--- config.mk ---
export PLATFORM = sky130hd
export DESIGN_NAME = instr_buffer_loader
export DESIGN_NICKNAME = d
export VERILOG_FILES = /design/src/rtl/instr_buffer_loader_pkg.sv /design/src/rtl/instr_buffer_loader_loop_iter_counter.sv /design/src/rtl/instr_buffer_loader.sv
export SDC_FILE = /design/constraint.sdc
export NUM_CORES = 1
export LEC_CHECK = 0
export BUFFER_PORTS_ARGS = -buffer_cell sky130_fd_sc_hd__buf_2
export CORE_ASPECT_RATIO = 1.5
export CORE_UTILIZATION = 57
export CTS_BUF_LIST = sky130_fd_sc_hd__clkbuf_8
export DETAILED_ROUTE_END_ITERATION = 8
export PLACE_DENSITY_LB_ADDON = 0.1
export SETUP_SLACK_MARGIN = 0.2
export SYNTH_ARGS = -nofsm -noshare
export SYNTH_HDL_FRONTEND = slang
export SYNTH_SLANG_ARGS = --single-unit
--- constraint.sdc ---
create_clock -name clk -period 5.5 [get_ports clk]
set_input_delay 0.825 -clock clk [delete_from_list [all_inputs] [get_ports clk]]
set_output_delay 0.825 -clock clk [all_outputs]
set_load 0.05 [all_outputs]
--- src/rtl/instr_buffer_loader_pkg.sv ---
// Shared constants, default geometry and loader state encoding for the instruction buffer loader.
package instr_buffer_loader_pkg;

  localparam logic [31:0] NOP_INSTR      = 32'h8000_0000;
  localparam int          LOOP_START_DEF = 512;
  localparam int          MAX_ADDR_DEF   = 8191;

  typedef enum logic [2:0] {
    ST_IDLE  = 3'd0,
    ST_LOAD  = 3'd1,
    ST_PAD   = 3'd2,
    ST_RUN   = 3'd3,
    ST_DRAIN = 3'd4
  } loader_state_e;

  // A zero iteration count still executes the loop body once.
  function automatic logic [15:0] iter_count(input logic [15:0] iters);
    return (iters == 16'd0) ? 16'd1 : iters;
  endfunction

endpackage

--- src/rtl/instr_buffer_loader_loop_iter_counter.sv ---
// Saturating loop-pass counter: loaded with the pass count, decremented on each wrap, floors at 1.
module loop_iter_counter (
  input  logic        i_clk,
  input  logic        i_rst_n,
  input  logic        i_load,
  input  logic [15:0] i_load_val,
  input  logic        i_dec,
  input  logic        i_loop_en,
  output logic        o_last_loop
);

  logic [15:0] r_cnt;

  always_ff @(posedge i_clk or negedge i_rst_n) begin
    if (!i_rst_n) begin
      r_cnt <= 16'd0;
    end else if (i_load) begin
      r_cnt <= i_load_val;
    end else if (i_dec && (r_cnt > 16'd1)) begin
      r_cnt <= r_cnt - 16'd1;
    end
  end

  assign o_last_loop = i_loop_en && (r_cnt == 16'd1);

endmodule

--- src/rtl/instr_buffer_loader.sv ---
// Instruction buffer write front end: streams host words into BRAM and hands the program to the reader.
// Build option SOFTMC_LOOP_PAD_EN enables automatic NOP padding up to LOOP_START for an early loop word.
module instr_buffer_loader
  import instr_buffer_loader_pkg::*;
#(
  parameter int WIDTH      = 13,
  parameter int MAX_ADDR   = MAX_ADDR_DEF,
  parameter int LOOP_START = LOOP_START_DEF,
  parameter int DATA_W     = 32
) (
  input  logic              clk,
  input  logic              rst_n,
  input  logic              in_valid,
  input  logic [DATA_W-1:0] in_data,
  input  logic              in_loop,
  input  logic              in_last,
  input  logic [15:0]       loop_iters,
  output logic              in_ready,
  output logic              bram_we,
  output logic [WIDTH-1:0]  bram_addr,
  output logic [DATA_W-1:0] bram_din,
  output logic [WIDTH-1:0]  wr_addr,
  output logic              loop_en,
  output logic              looping,
  output logic              last_loop,
  input  logic              end_of_loop,
  input  logic              buffer_reset,
  output logic              error
);

  localparam logic [WIDTH-1:0] LP_LS  = WIDTH'(LOOP_START);
  localparam logic [WIDTH-1:0] LP_MAX = WIDTH'(MAX_ADDR);

  loader_state_e     r_state, w_state_next;
  logic              r_rdy;
  logic [WIDTH-1:0]  r_wr_addr, w_addr_next, w_base, w_wr_addr;
  logic              r_loop_en, w_loop_en_next, w_seen;
  logic              r_error, w_err_set, w_err_clr, w_fault;
  logic              r_looping;
  logic              r_bram_we, w_wr_en;
  logic [WIDTH-1:0]  r_bram_addr;
  logic [DATA_W-1:0] r_bram_din, w_wr_data;
  logic              w_accept, w_cnt_load, w_dec;
  logic [15:0]       w_cnt_val;
`ifdef SOFTMC_LOOP_PAD_EN
  localparam logic [DATA_W-1:0] LP_NOP = DATA_W'(NOP_INSTR);
  logic [DATA_W-1:0] r_held_data;
  logic              r_held_last, w_hold;
`endif

  // Handshake: a beat transfers on a rising edge where in_valid && in_ready;
  // in_ready depends only on loader state, never on in_valid.
  assign in_ready = r_rdy && ((r_state == ST_IDLE) || (r_state == ST_LOAD) || (r_state == ST_DRAIN));
  assign w_accept = in_valid && in_ready;
  assign w_base   = (r_state == ST_IDLE) ? '0 : r_wr_addr;
  assign w_seen   = (r_state != ST_IDLE) && r_loop_en;
  assign w_dec    = (r_state == ST_RUN) && end_of_loop && !buffer_reset;

  always_comb begin
    w_state_next   = r_state;
    w_addr_next    = r_wr_addr;
    w_loop_en_next = r_loop_en;
    w_err_set      = 1'b0;
    w_err_clr      = 1'b0;
    w_fault        = 1'b0;
    w_wr_en        = 1'b0;
    w_wr_addr      = r_wr_addr;
    w_wr_data      = in_data;
    w_cnt_load     = 1'b0;
    w_cnt_val      = iter_count(loop_iters);
`ifdef SOFTMC_LOOP_PAD_EN
    w_hold         = 1'b0;
`endif
    case (r_state)
      ST_IDLE, ST_LOAD: begin
        if (w_accept) begin
          w_addr_next = w_base;
          if (r_state == ST_IDLE) begin
            w_err_clr      = 1'b1;
            w_loop_en_next = 1'b0;
          end
          if (in_loop && (w_seen || (w_base > LP_LS))) begin
            w_fault = 1'b1;
`ifdef SOFTMC_LOOP_PAD_EN
          end else if (in_loop && (w_base < LP_LS)) begin
            w_hold       = 1'b1;
            w_cnt_load   = in_last;
            w_state_next = ST_PAD;
`else
          end else if (in_loop && (w_base != LP_LS)) begin
            w_fault = 1'b1;
`endif
          end else begin
            w_wr_en     = 1'b1;
            w_wr_addr   = w_base;
            w_addr_next = w_base + 1'b1;
            if (in_loop) w_loop_en_next = 1'b1;
            if (in_last) begin
              w_cnt_load   = 1'b1;
              w_state_next = ST_RUN;
            end else if (w_base == LP_MAX) begin
              w_err_set    = 1'b1;
              w_state_next = ST_DRAIN;
            end else begin
              w_state_next = ST_LOAD;
            end
          end
          // A faulting beat that is also the last one has nothing left to drain.
          if (w_fault) begin
            w_err_set    = 1'b1;
            w_state_next = in_last ? ST_IDLE : ST_DRAIN;
          end
        end
      end
`ifdef SOFTMC_LOOP_PAD_EN
      ST_PAD: begin
        w_wr_en     = 1'b1;
        w_addr_next = r_wr_addr + 1'b1;
        if (r_wr_addr != LP_LS) begin
          w_wr_data = LP_NOP;
        end else begin
          w_wr_data      = r_held_data;
          w_loop_en_next = 1'b1;
          if (r_held_last) begin
            w_state_next = ST_RUN;
          end else if (r_wr_addr == LP_MAX) begin
            w_err_set    = 1'b1;
            w_state_next = ST_DRAIN;
          end else begin
            w_state_next = ST_LOAD;
          end
        end
      end
`endif
      ST_RUN: begin
        if (buffer_reset) begin
          w_state_next   = ST_IDLE;
          w_addr_next    = '0;
          w_loop_en_next = 1'b0;
          w_cnt_load     = 1'b1;
          w_cnt_val      = 16'd0;
        end
      end
      ST_DRAIN: begin
        if (w_accept && in_last) begin
          w_state_next   = ST_IDLE;
          w_loop_en_next = 1'b0;
        end
      end
      default: w_state_next = ST_IDLE;
    endcase
  end

  always_ff @(posedge clk or negedge rst_n) begin
    if (!rst_n) begin
      r_state     <= ST_IDLE;
      r_rdy       <= 1'b0;
      r_wr_addr   <= '0;
      r_loop_en   <= 1'b0;
      r_error     <= 1'b0;
      r_looping   <= 1'b0;
      r_bram_we   <= 1'b0;
      r_bram_addr <= '0;
      r_bram_din  <= '0;
    end else begin
      r_state   <= w_state_next;
      r_rdy     <= 1'b1;
      r_wr_addr <= w_addr_next;
      r_loop_en <= w_loop_en_next;
      r_error   <= w_err_set || (r_error && !w_err_clr);
      // Lags RUN entry by a cycle so the final word is already in BRAM.
      r_looping <= (r_state == ST_RUN) && !buffer_reset;
      r_bram_we <= w_wr_en;
      if (w_wr_en) begin
        r_bram_addr <= w_wr_addr;
        r_bram_din  <= w_wr_data;
      end
    end
  end

`ifdef SOFTMC_LOOP_PAD_EN
  always_ff @(posedge clk or negedge rst_n) begin
    if (!rst_n) begin
      r_held_data <= '0;
      r_held_last <= 1'b0;
    end else if (w_hold) begin
      r_held_data <= in_data;
      r_held_last <= in_last;
    end
  end
`endif

  loop_iter_counter u_iter_cnt (
    .i_clk       (clk),
    .i_rst_n     (rst_n),
    .i_load      (w_cnt_load),
    .i_load_val  (w_cnt_val),
    .i_dec       (w_dec),
    .i_loop_en   (r_loop_en),
    .o_last_loop (last_loop)
  );

  assign bram_we   = r_bram_we;
  assign bram_addr = r_bram_addr;
  assign bram_din  = r_bram_din;
  assign wr_addr   = r_wr_addr;
  assign loop_en   = r_loop_en;
  assign looping   = r_looping;
  assign error     = r_error;

endmodule
==> impl_results.md, run 1 <==
* Crit. End Element: flip-flop
* Synth Net Count at 514
* Post-synthesis sequential element count at 82
* DR DRC count at 0
* Largest area contributor in the netlist: dfrtp_1
* First-pass GRT wire length at 16,500 um
* Startpoint Class: flip-flop
* H-tree depth at 3
* Slew margin rel. at 33.5%
* Vias per cell at 5.62
* CTS tree: yes
* Row cnt at 36
* GP Congestion at 0.877
* N_diodes at 0
* Pleak at 2.50 nW
* Syn_area_per_cell at 8.68 um^2
* Post-synth EDFFs at 0
* Clock sink total at 82
* Final HPWL DP at 6910 um
* Final total power at 2.27 mW
* F_max at 268 MHz
* Area delta synth->final at 20.1%
* Top cells by area, synth: dfrtp_1 52%, nand2_1 15%, o21ai_0 3.4%, nand3_1 3.0%, a21oi_1 2.8%
* Most common cell on crit path: nand2_1
* Critical-path cell list: or3_1 -> nand2_1 -> ha_1 -> nor4b_1 -> nand4_1 -> o21ai_2 -> nand2_1 -> buf_4 -> inv_1 -> buf_4 -> nand3_1 -> nand2_1
* Least-Margin Pin Slew at 997 ps
* Final core utilization at 72.1%
* Synth Instances at 455
* Clock slew at the register clock pins of the worst setup and hold paths at 80 ps
* DRT antenna net count at 0
* Synth top cells by count: 157 x nand2_1, 82 x dfrtp_1, 27 x o21ai_0
* Final WL at 9660 um
* Crit path buf inv count at 3
* Count leader, synth: nand2_1
* Hold Fails Final Rpt at 0
* Worst skew pair latency at 360 ps
* GR Overflow Total at 0
* TritonCTS buffer count at 9
* Initial Util at 60.1%
* Layout cells sized above 1 at 25.4%
* DIE AREA at 7270 um^2
* Root Buffer: clkbuf_8
* Hold buffers post-CTS at 0
* Max FO, Critical Path at 49
* Syn. warnings at 0
* Power per cell area at 479 nW/um^2
* Crit-path slowest cell: or3_1
* Finished Layout Cells at 647
* CP top delay family: simple AND/OR/NAND/NOR gates
* Final Slew Violations at 0
* Synth unique cells at 47
* Post-CTS Setup Repair Bufs at 0
* Max clock buf depth at 2
* Post-Syn Area at 3950 um^2
* Asr flop ratio synth at 100%
* Drt first pass iters at 4
* RSZ-0062 raised after global routing: no
* Fin Hold WS at 472 ps
* DR iter-0 viols at 294
* DIE WIDTH at 70.0 um
* CP peak stage delay at 580 ps
* Core area at 6580 um^2
* Post-cts resize count at 0
* Min Tclk post-route at 3730 ps
* Final #Nets at 626
* Placement Setup Slack at 1830 ps
* Post-DP Area at 4580 um^2
* Max cap viols at 0
* Largest net degree at the start of global routing at 83
* Status: completed
* Finished Cell Area at 4740 um^2
* Die Height at 104 um
* Gr usage total at 28.5%
* I/O Buffers at 118
* Synth Flop Type: dfrtp_1
* Post-synth top area share at 51.9%
* Maximum vdd drop at 0.000240 V
* Worst Slack Setup Final at 1770 ps
* Sequential-to-total area share from yosys stat at 51.9%
* Worst endpoint required time at 5800 ps
* I/O pins at 119
* Tightest Hold Check Type: flip-flop to flip-flop
* # placed instances at 632
* Vias in the first global route at 3,508
* Final setup TNS at 0 ps
* Via count at 3,639
* CP Class: flip-flop to flip-flop
* Initial antenna violation count at 0
* Final Cycle Share at 67.7%
* Setup Skew at 9.72 ps
* Worst path arrival time at 4020 ps
* Post-DR wirelength/cell at 14.9 um
* Setup Viol. Count Final at 0
==> state kept, by name (all words and copies together) (netlist names) <==
name / cells
bram_addr: 13
bram_din: 32
bram_we: 1
error: 1
loop_en: 1
looping: 1
r_rdy: 1
r_state: 3
u_iter_cnt.r_cnt: 16
wr_addr: 13
==> cells in the final DEF, fill, tap and decap left out, drive strengths merged, types with 2 or more instances in the layout <==
master,synthesis,final
clkbuf,16,10
nor3,16,16
and2,2,2
a21oi,22,22
ha,4,4
nand3,24,24
or3,5,5
nor4b,3,3
nand2b,2,2
xnor2,9,9
a211oi,2,2
o21ai,28,28
nand3b,3,3
buf,6,123
a22o,5,5
nand4,7,7
xor2,2,2
o31ai,6,6
dfrtp,82,82
a211o,2,2
or2,2,2
o211ai,3,3
clkinv,0,2
nor4,7,7
inv,7,10
nor2,13,13
and3,4,4
nand2,157,157
a31oi,2,2
==> path summary, 6_finish.rpt <==
check,cells after the start,slack [ps],end,from
worst min register to register,2,470,bram_addr[1]$_DFFE_PN0P_,bram_addr[1]$_DFFE_PN0P_
worst min-delay path,2,470,bram_addr[1]$_DFFE_PN0P_,bram_addr[1]$_DFFE_PN0P_
min in group asynchronous,1,620,bram_addr[11]$_DFFE_PN0P_,rst_n
max in group asynchronous,1,4230,bram_din[26]$_DFFE_PN0P_,rst_n
worst max register to register,12,1770,bram_addr[2]$_DFFE_PN0P_,r_state[1]$_DFFE_PN0P_
worst max-delay path,12,1770,bram_addr[2]$_DFFE_PN0P_,r_state[1]$_DFFE_PN0P_
==> final cells by class <==
cell class | instances | area, um^2
Multi-Input combinational cell | 344 | 1780
Clock buffer | 10 | 138
Sequential cell | 82 | 2050
Clock inverter | 5 | 25.0
Fill cell | 517 | 1830
Timing Repair Buffer | 123 | 631
Tap cell | 76 | 95.1
Inverter | 7 | 26.3
==> power by group <==
part	internal, mW	leakage (nW)	switching, mW
Clock	0.169	0.0959	0.206
Sequential	0.785	1.05	0.136
Combinational	0.251	1.35	0.722
Total	1.20	2.50	1.06
==> kinds of logic (layout without fill, tap and decap cells) <==
kind of cell / Yosys count / count (layout) / share of synthesized area (%)
DFF: 82 / 82 / 51.9
xor gates and xnor gates: 11 / 11 / 2.44
other: 1 / 1 / 0.0949
buffers and inverters: 29 / 145 / 3.10
adders and majority gates: 4 / 4 / 1.27
AOI/OAI and AO/OA: 78 / 78 / 12.5
muxes: 1 / 1 / 0.285
and+or+nand+nor: 249 / 249 / 28.4
==> worst reg2reg max path: cells and delay by family, from the launching register on <==
kind | cells | cell delay, ps
AND/OR/NAND/NOR | 7 | 1520
buffers and inverters | 3 | 1160
flip-flops | 1 | 500
AO/OA/AOI/OAI | 1 | 340
adder cells (fa/ha/maj) | 1 | 150
==> metal layers <==
layer,vias to the layer above,GRT usage [%],wire [um]
met2,128,46.8,4840
met3,28,6.69,580
met5,-,0,0
li1,1789,-,-
met4,0,13.7,312
met1,1694,35.0,3930
Power figures use the tool's default switching activity.
==> inputs of run 2 (changes only) <==
CORE_UTILIZATION = 53   (was 57)
clock period = 3.6 ns   (was 5.5 ns; I/O delays follow)
==> run 2 against run 1 <==
  * Routed wire length rose by 1.7%
  * Register-to-register slack got worse by 1300 ps
  * Sequential share of layout area is 0.65 points lower
  * Flip-flop and latch count is the same
  * Cell area up 1.5%
  * Critical path depth is 2 lower
  * Sequential power grew 53%
  * Power up 55%
==> impl_results.md, run 2 (synthesized netlist as in run 1, its figures left out) <==
* Status: completed (unchanged)
* Startpoint Class: flip-flop (unchanged)
* Clock share of power at 17.3% (was 16.5%)
* Int Power at 1.89 mW (was 1.20 mW)
* CP Class: flip-flop to flip-flop (unchanged)
* Final Slew Violations at 0 (unchanged)
* DIE AREA at 7810 um^2 (was 7270 um^2)
* Final total power at 3.51 mW (was 2.27 mW)
* Setup Viol. Count Final at 0 (unchanged)
* Gr usage total at 26.5% (was 28.5%)
* F_max at 324 MHz (was 268 MHz)
* H-tree depth at 3 (unchanged)
* Drt first pass iters at 5 (was 4)
* Final setup TNS at 0 ps (unchanged)
* Min Tclk post-route at 3090 ps (was 3730 ps)
* Crit-path slowest cell: or3_1 (unchanged)
* GP Congestion at 0.902 (was 0.877)
* Row cnt at 38 (was 36)
* Post-DR wirelength/cell at 14.6 um (was 14.9 um)
* Post-CTS Setup Repair Bufs at 0 (unchanged)
* Core area at 7230 um^2 (was 6580 um^2)
* Largest net degree at the start of global routing at 83 (unchanged)
* R2R Setup Slk at 510 ps (was 1770 ps)
* Max FO, Critical Path at 27 (was 49)
* GR Overflow Total at 0 (unchanged)
* Initial antenna violation count at 0 (unchanged)
* Final WL at 9830 um (was 9660 um)
* I/O Buffers at 118 (unchanged)
* Max reg flops at 32 (unchanged)
* Sequential share of power at 40.2% (was 40.6%)
* Worst endpoint required time at 3890 ps (was 5800 ps)
* First-pass GRT wire length at 15,800 um (was 16,500 um)
* Vias per cell at 5.45 (was 5.62)
* Final HPWL DP at 7110 um (was 6910 um)
* CP peak stage delay at 580 ps (about the same)
* Critical-path cell list: or3_1 -> nand2_1 -> ha_1 -> nor4b_1 -> nand4_1 -> o21ai_2 -> nand2_1 -> buf_4 -> nor4b_1 -> a31o_2 (was or3_1 -> nand2_1 -> ha_1 -> nor4b_1 -> nand4_1 -> o21ai_2 -> nand2_1 -> buf_4 -> inv_1 -> buf_4 -> nand3_1 -> nand2_1)
* NetSw at 1.63 mW (was 1.06 mW)
* Hold buffers post-CTS at 0 (unchanged)
* Max cap viols at 0 (unchanged)
* DIE WIDTH at 72.5 um (was 70.0 um)
* Clock slew at the register clock pins of the worst setup and hold paths at 80 ps (about the same)
* Power per cell area at 730 nW/um^2 (was 479 nW/um^2)
* DR iter-0 viols at 213 (was 294)
* Root Buffer: clkbuf_8 (unchanged)
* Slew margin rel. at 31.8% (was 33.5%)
* Net Sw Frac at 46.4% (was 46.9%)
* Vias in the first global route at 3,429 (was 3,508)
* Worst path arrival time at 3380 ps (was 4020 ps)
* Critical R2R Launch: r_state[1]$_DFFE_PN0P_ (unchanged)
* Final #Nets at 629 (was 626)
* Max clock buf depth at 2 (unchanged)
* Final Cycle Share at 85.8% (was 67.7%)
* Pleak at 2.52 nW (was 2.50 nW)
* CTS tree: yes (unchanged)
* Crit. Startpoint: r_state[1]$_DFFE_PN0P_ (unchanged)
* Crit. End Element: flip-flop (unchanged)
* TritonCTS buffer count at 9 (unchanged)
* Crit path buf inv count at 1 (was 3)
* Most frequent cells in the layout: 157 x nand2_1, 117 x buf_2, 82 x dfrtp_1 (unchanged)
* Hold Fails Final Rpt at 0 (unchanged)
* Least-Margin Pin Slew at 1020 ps (was 997 ps)
* Layout cells sized above 1 at 26.2% (was 25.4%)
* Tightest Hold Check Type: primary input to asynchronous set/reset pin (was flip-flop to flip-flop)
* Worst skew pair latency at 350 ps (was 360 ps)
* Maximum vdd drop at 0.000393 V (was 0.000240 V)
* Area delta synth->final at 21.9% (was 20.1%)
* CP top delay family: simple AND/OR/NAND/NOR gates (unchanged)
* DR DRC count at 0 (unchanged)
* I/O pins at 119 (unchanged)
* Via count at 3,665 (was 3,639)
* N_diodes at 0 (unchanged)
* Commonest non-fill, non-tap cell in the layout: nand2_1 (unchanged)
* Initial Util at 54.7% (was 60.1%)
* DRT antenna net count at 0 (unchanged)
* Logic pwr share at 42.5% (was 42.9%)
* Die Height at 108 um (was 104 um)
* Clock sink total at 82 (unchanged)
* Setup Skew at 10.2 ps (was 9.72 ps)
* RSZ-0062 raised after global routing: yes (was no)
-- run 2: cell types whose count changed in the layout (fill, tap and decap cells not counted) --
cell	before	now
clkbuf_8	10	12
clkinv_4	1	0
nand3_2	0	1
nand3_1	24	23
inv_6	0	1
buf_4	6	9
clkinv_2	1	0
inv_1	10	8
-- run 2: path summary, 6_finish.rpt --
kind                                                         to  depth (start not counted)
min in group clk                       bram_din[13]$_DFFE_PN0P_                          3
worst max-delay path                     wr_addr[5]$_DFFE_PN0P_                         10
worst min-delay path                  bram_addr[10]$_DFFE_PN0P_                          1
worst min register to register        bram_addr[11]$_DFFE_PN0P_                          2
max in group asynchronous       u_iter_cnt.r_cnt[0]$_DFFE_PN0P_                          1
worst max register to register           wr_addr[5]$_DFFE_PN0P_                         10
-- run 2: worst register-to-register path: cells and delay by family, from the launching register on --
kind                     cells  cell delay (ps)
AND/OR/NAND/NOR              6             1630
AO/OA/AOI/OAI                2              520
flip-flops                   1              490
buffers and inverters        1              240
adder cells (fa/ha/maj)      1              150
-- run 2: final cells by class --
type                    instances  area, um^2
fillers                       637        2410
clock buffers                  12         165
clock inverters                 2        12.5
well taps                     100         125
inverters                       7        26.3
multi-input cells             344        1780
flip-flops and latches         82        2050
repair buffers                126         653
-- run 2: timing repair --
item | in CTS | in global routing
gates resized for setup | 0 | 1
endpoints found under the setup margin | 0 | 9
endpoints found under the hold margin | 0 | 0
-- run 2: power groups by stage --
stage               Combinational, mW  Sequential (mW)  Clock, mW
floorplan                       0.482             2.04          0
global placement                 1.47             1.41          0
detailed placement               1.50             1.43          0
CTS                              1.50             1.41      0.623
global route                     1.61             1.45      0.655
finish                           1.49             1.41      0.609
-- run 2: metal layers --
layer | wire [um] | part of all wire, % | GRT usage [%] | vias to the layer above
li1 | - | - | - | 1793
met3 | 475 | 4.8 | 4.96 | 17
met1 | 3910 | 40 | 29.6 | 1733
met2 | 5270 | 54 | 47.5 | 122
met5 | 0 | 0 | 0 | -
met4 | 176 | 1.8 | 12.6 | 0
-- run 2: metrics by stage --
step / util, % / instance area [um^2] / hold WS, ps / instances / worst slack (ps)
after floorplan: - / 3950 / 244 / 455 / 655
after global routing: 66.6 / 4810 / 360 / 673 / 185
after global placement: 64.1 / 4630 / 447 / 659 / 604
after detailed placement: 64.1 / 4630 / 456 / 659 / 422
after CTS: 66.6 / 4810 / 357 / 673 / 393
final: 66.6 / 4810 / 344 / 673 / 511
==> inputs of run 3 (changes only) <==
CORE_UTILIZATION = 52   (was 53)
CTS_BUF_LIST = default   (was sky130_fd_sc_hd__clkbuf_8)
==> run 3 against run 2 <==
  * Setup slack better by 55 ps
  * Sequential share of layout area down 0.12 points
  * Clock skew down 1.4 ps
  * Global-route usage down 0.12 points
  * Critical path type unchanged
==> impl_results.md, run 3 (synthesized netlist as in run 1, its figures left out) <==
* Status: completed (unchanged)
* Setup Viol. Count Final at 0 (unchanged)
* DR iter-0 viols at 364 (was 213)
* Setup Skew at 8.79 ps (was 10.2 ps)
* CTS tree: yes (unchanged)
* CP top delay family: simple AND/OR/NAND/NOR gates (unchanged)
* Tightest Hold Check Type: primary input to asynchronous set/reset pin (unchanged)
* Critical-path cell list: or3_4 -> nand2_1 -> ha_1 -> nor4b_1 -> nand4_1 -> o21ai_4 -> nand2_1 -> inv_1 -> buf_4 -> nand3_1 -> nand2_1 (was or3_1 -> nand2_1 -> ha_1 -> nor4b_1 -> nand4_1 -> o21ai_2 -> nand2_1 -> buf_4 -> nor4b_1 -> a31o_2)
* Finished Cell Area at 4830 um^2 (was 4810 um^2)
* Core area at 7270 um^2 (was 7230 um^2)
* Final Slew Violations at 0 (unchanged)
* Least-Margin Pin Slew at 1000 ps (was 1020 ps)
* Vias in the first global route at 3,432 (was 3,429)
* Row cnt at 38 (unchanged)
* DR DRC count at 0 (unchanged)
* Initial antenna violation count at 0 (unchanged)
* Max cap viols at 0 (unchanged)
* Maximum vdd drop at 0.000509 V (was 0.000393 V)
* Final #Nets at 627 (was 629)
* Root Buffer: clkbuf_8 (unchanged)
* DRT antenna net count at 0 (unchanged)
* First-pass GRT wire length at 15,800 um (about the same)
* Vias per cell at 5.53 (was 5.45)
* Crit path buf inv count at 2 (was 1)
* Most common cell on crit path: nand2_1
* Clock sink total at 82 (unchanged)
* Final total power at 3.57 mW (was 3.51 mW)
* Clock slew at the register clock pins of the worst setup and hold paths at 80 ps (about the same)
* Die Height at 109 um (was 108 um)
* GR Overflow Total at 0 (unchanged)
* DIE AREA at 7960 um^2 (was 7810 um^2)
* Post-CTS Setup Repair Bufs at 0 (unchanged)
* Final HPWL DP at 7000 um (was 7110 um)
* Area delta synth->final at 22.2% (was 21.9%)
* Worst path arrival time at 3350 ps (was 3380 ps)
* Post-DP Area at 4620 um^2 (was 4630 um^2)
* CP peak stage delay at 500 ps (was 580 ps)
* Via count at 3,718 (was 3,665)
* Worst endpoint required time at 3910 ps (was 3890 ps)
* TritonCTS buffer count at 9 (unchanged)
* Crit-path slowest cell: dfrtp_1 (was or3_1)
* RSZ-0062 raised after global routing: no (was yes)
* Final setup TNS at 0 ps (unchanged)
* Fin Hold WS at 329 ps (was 344 ps)
* Max reg flops at 32 (unchanged)
* Gr usage total at 26.4% (was 26.5%)
* Initial Util at 54.3% (was 54.7%)
* I/O pins at 119 (unchanged)
* Slew margin rel. at 33.2% (was 31.8%)
* N_diodes at 0 (unchanged)
* I/O Buffers at 118 (unchanged)
* Final WL at 9800 um (was 9830 um)
* Drt first pass iters at 4 (was 5)
* Crit. End Element: flip-flop (unchanged)
* Final Cycle Share at 84.3% (was 85.8%)
* Pleak at 2.50 nW (was 2.52 nW)
* Hold Fails Final Rpt at 0 (unchanged)
* # fillers at 627 (was 637)
* Max clock buf depth at 2 (unchanged)
* F_max at 330 MHz (was 324 MHz)
* H-tree depth at 3 (unchanged)
* Min Tclk post-route at 3030 ps (was 3090 ps)
* Most frequent cells in the layout: 157 x nand2_1, 117 x buf_2, 82 x dfrtp_1 (unchanged)
* CP Class: flip-flop to flip-flop (unchanged)
* GP Congestion at 0.905 (was 0.902)
* Power per cell area at 740 nW/um^2 (was 730 nW/um^2)
* Largest net degree at the start of global routing at 83 (unchanged)
* DIE WIDTH at 73.2 um (was 72.5 um)
* Post-DR wirelength/cell at 14.6 um (about the same)
* Commonest non-fill, non-tap cell in the layout: nand2_1 (unchanged)
* Max FO, Critical Path at 31 (was 27)
* Hold buffers post-CTS at 0 (unchanged)
* Startpoint Class: flip-flop (unchanged)
* Layout cells sized above 1 at 26.2% (about the same)
* Worst skew pair latency at 370 ps (was 350 ps)
## run 3: what timing repair did
action / 4_1_cts / 5_1_grt
endpoints found under the setup margin: 0 / 15
gates resized for setup: 0 / 3
endpoints found under the hold margin: 0 / 0
## run 3: path summary, 6_finish.rpt
kind,start,to,slack (ps),cells after the start
max reg2reg,r_state[1]$_DFFE_PN0P_,bram_addr[0]$_DFFE_PN0P_,570,11
min in group clk,in_data[14],bram_din[14]$_DFFE_PN0P_,350,3
max,r_state[1]$_DFFE_PN0P_,bram_addr[0]$_DFFE_PN0P_,570,11
max in group asynchronous,rst_n,u_iter_cnt.r_cnt[10]$_DFFE_PN0P_,2620,1
min,rst_n,wr_addr[9]$_DFFE_PN0P_,330,1
min reg2reg,bram_addr[3]$_DFFE_PN0P_,bram_addr[3]$_DFFE_PN0P_,470,2
## run 3: layout make-up
class | count | area, um^2 | area share, %
clock inverters | 4 | 52.6 | 1.09
flip-flops and latches | 82 | 2050 | 42.5
multi-input cells | 344 | 1790 | 37.1
clock buffers | 11 | 141 | 2.93
well taps | 100 | 125 | 2.59
inverters | 7 | 26.3 | 0.544
repair buffers | 124 | 638 | 13.2
## run 3: stage by stage
stage	cells	worst slack [ps]	util (%)
after floorplan	455	655	-
after global placement	657	566	63.5
after detailed placement	657	404	63.5
after CTS	672	384	66.1
after global routing	672	318	66.4
final	672	566	66.4
## run 3: per-layer routing
layer / GRT usage (%) / share of wire (%) / vias up
met5: 0 / 0 / -
met4: 16.9 / 3.3 / 0
met3: 4.44 / 5.3 / 28
met2: 44.3 / 53 / 156
met1: 30.8 / 38 / 1742
li1: - / - / 1792
## run 3: power breakdown
part / total [mW] / internal, mW / leakage [nW] / switching (mW)
Sequential: 1.41 / 1.20 / 1.05 / 0.211
Combinational: 1.49 / 0.390 / 1.36 / 1.10
Clock: 0.671 / 0.336 / 0.0877 / 0.335
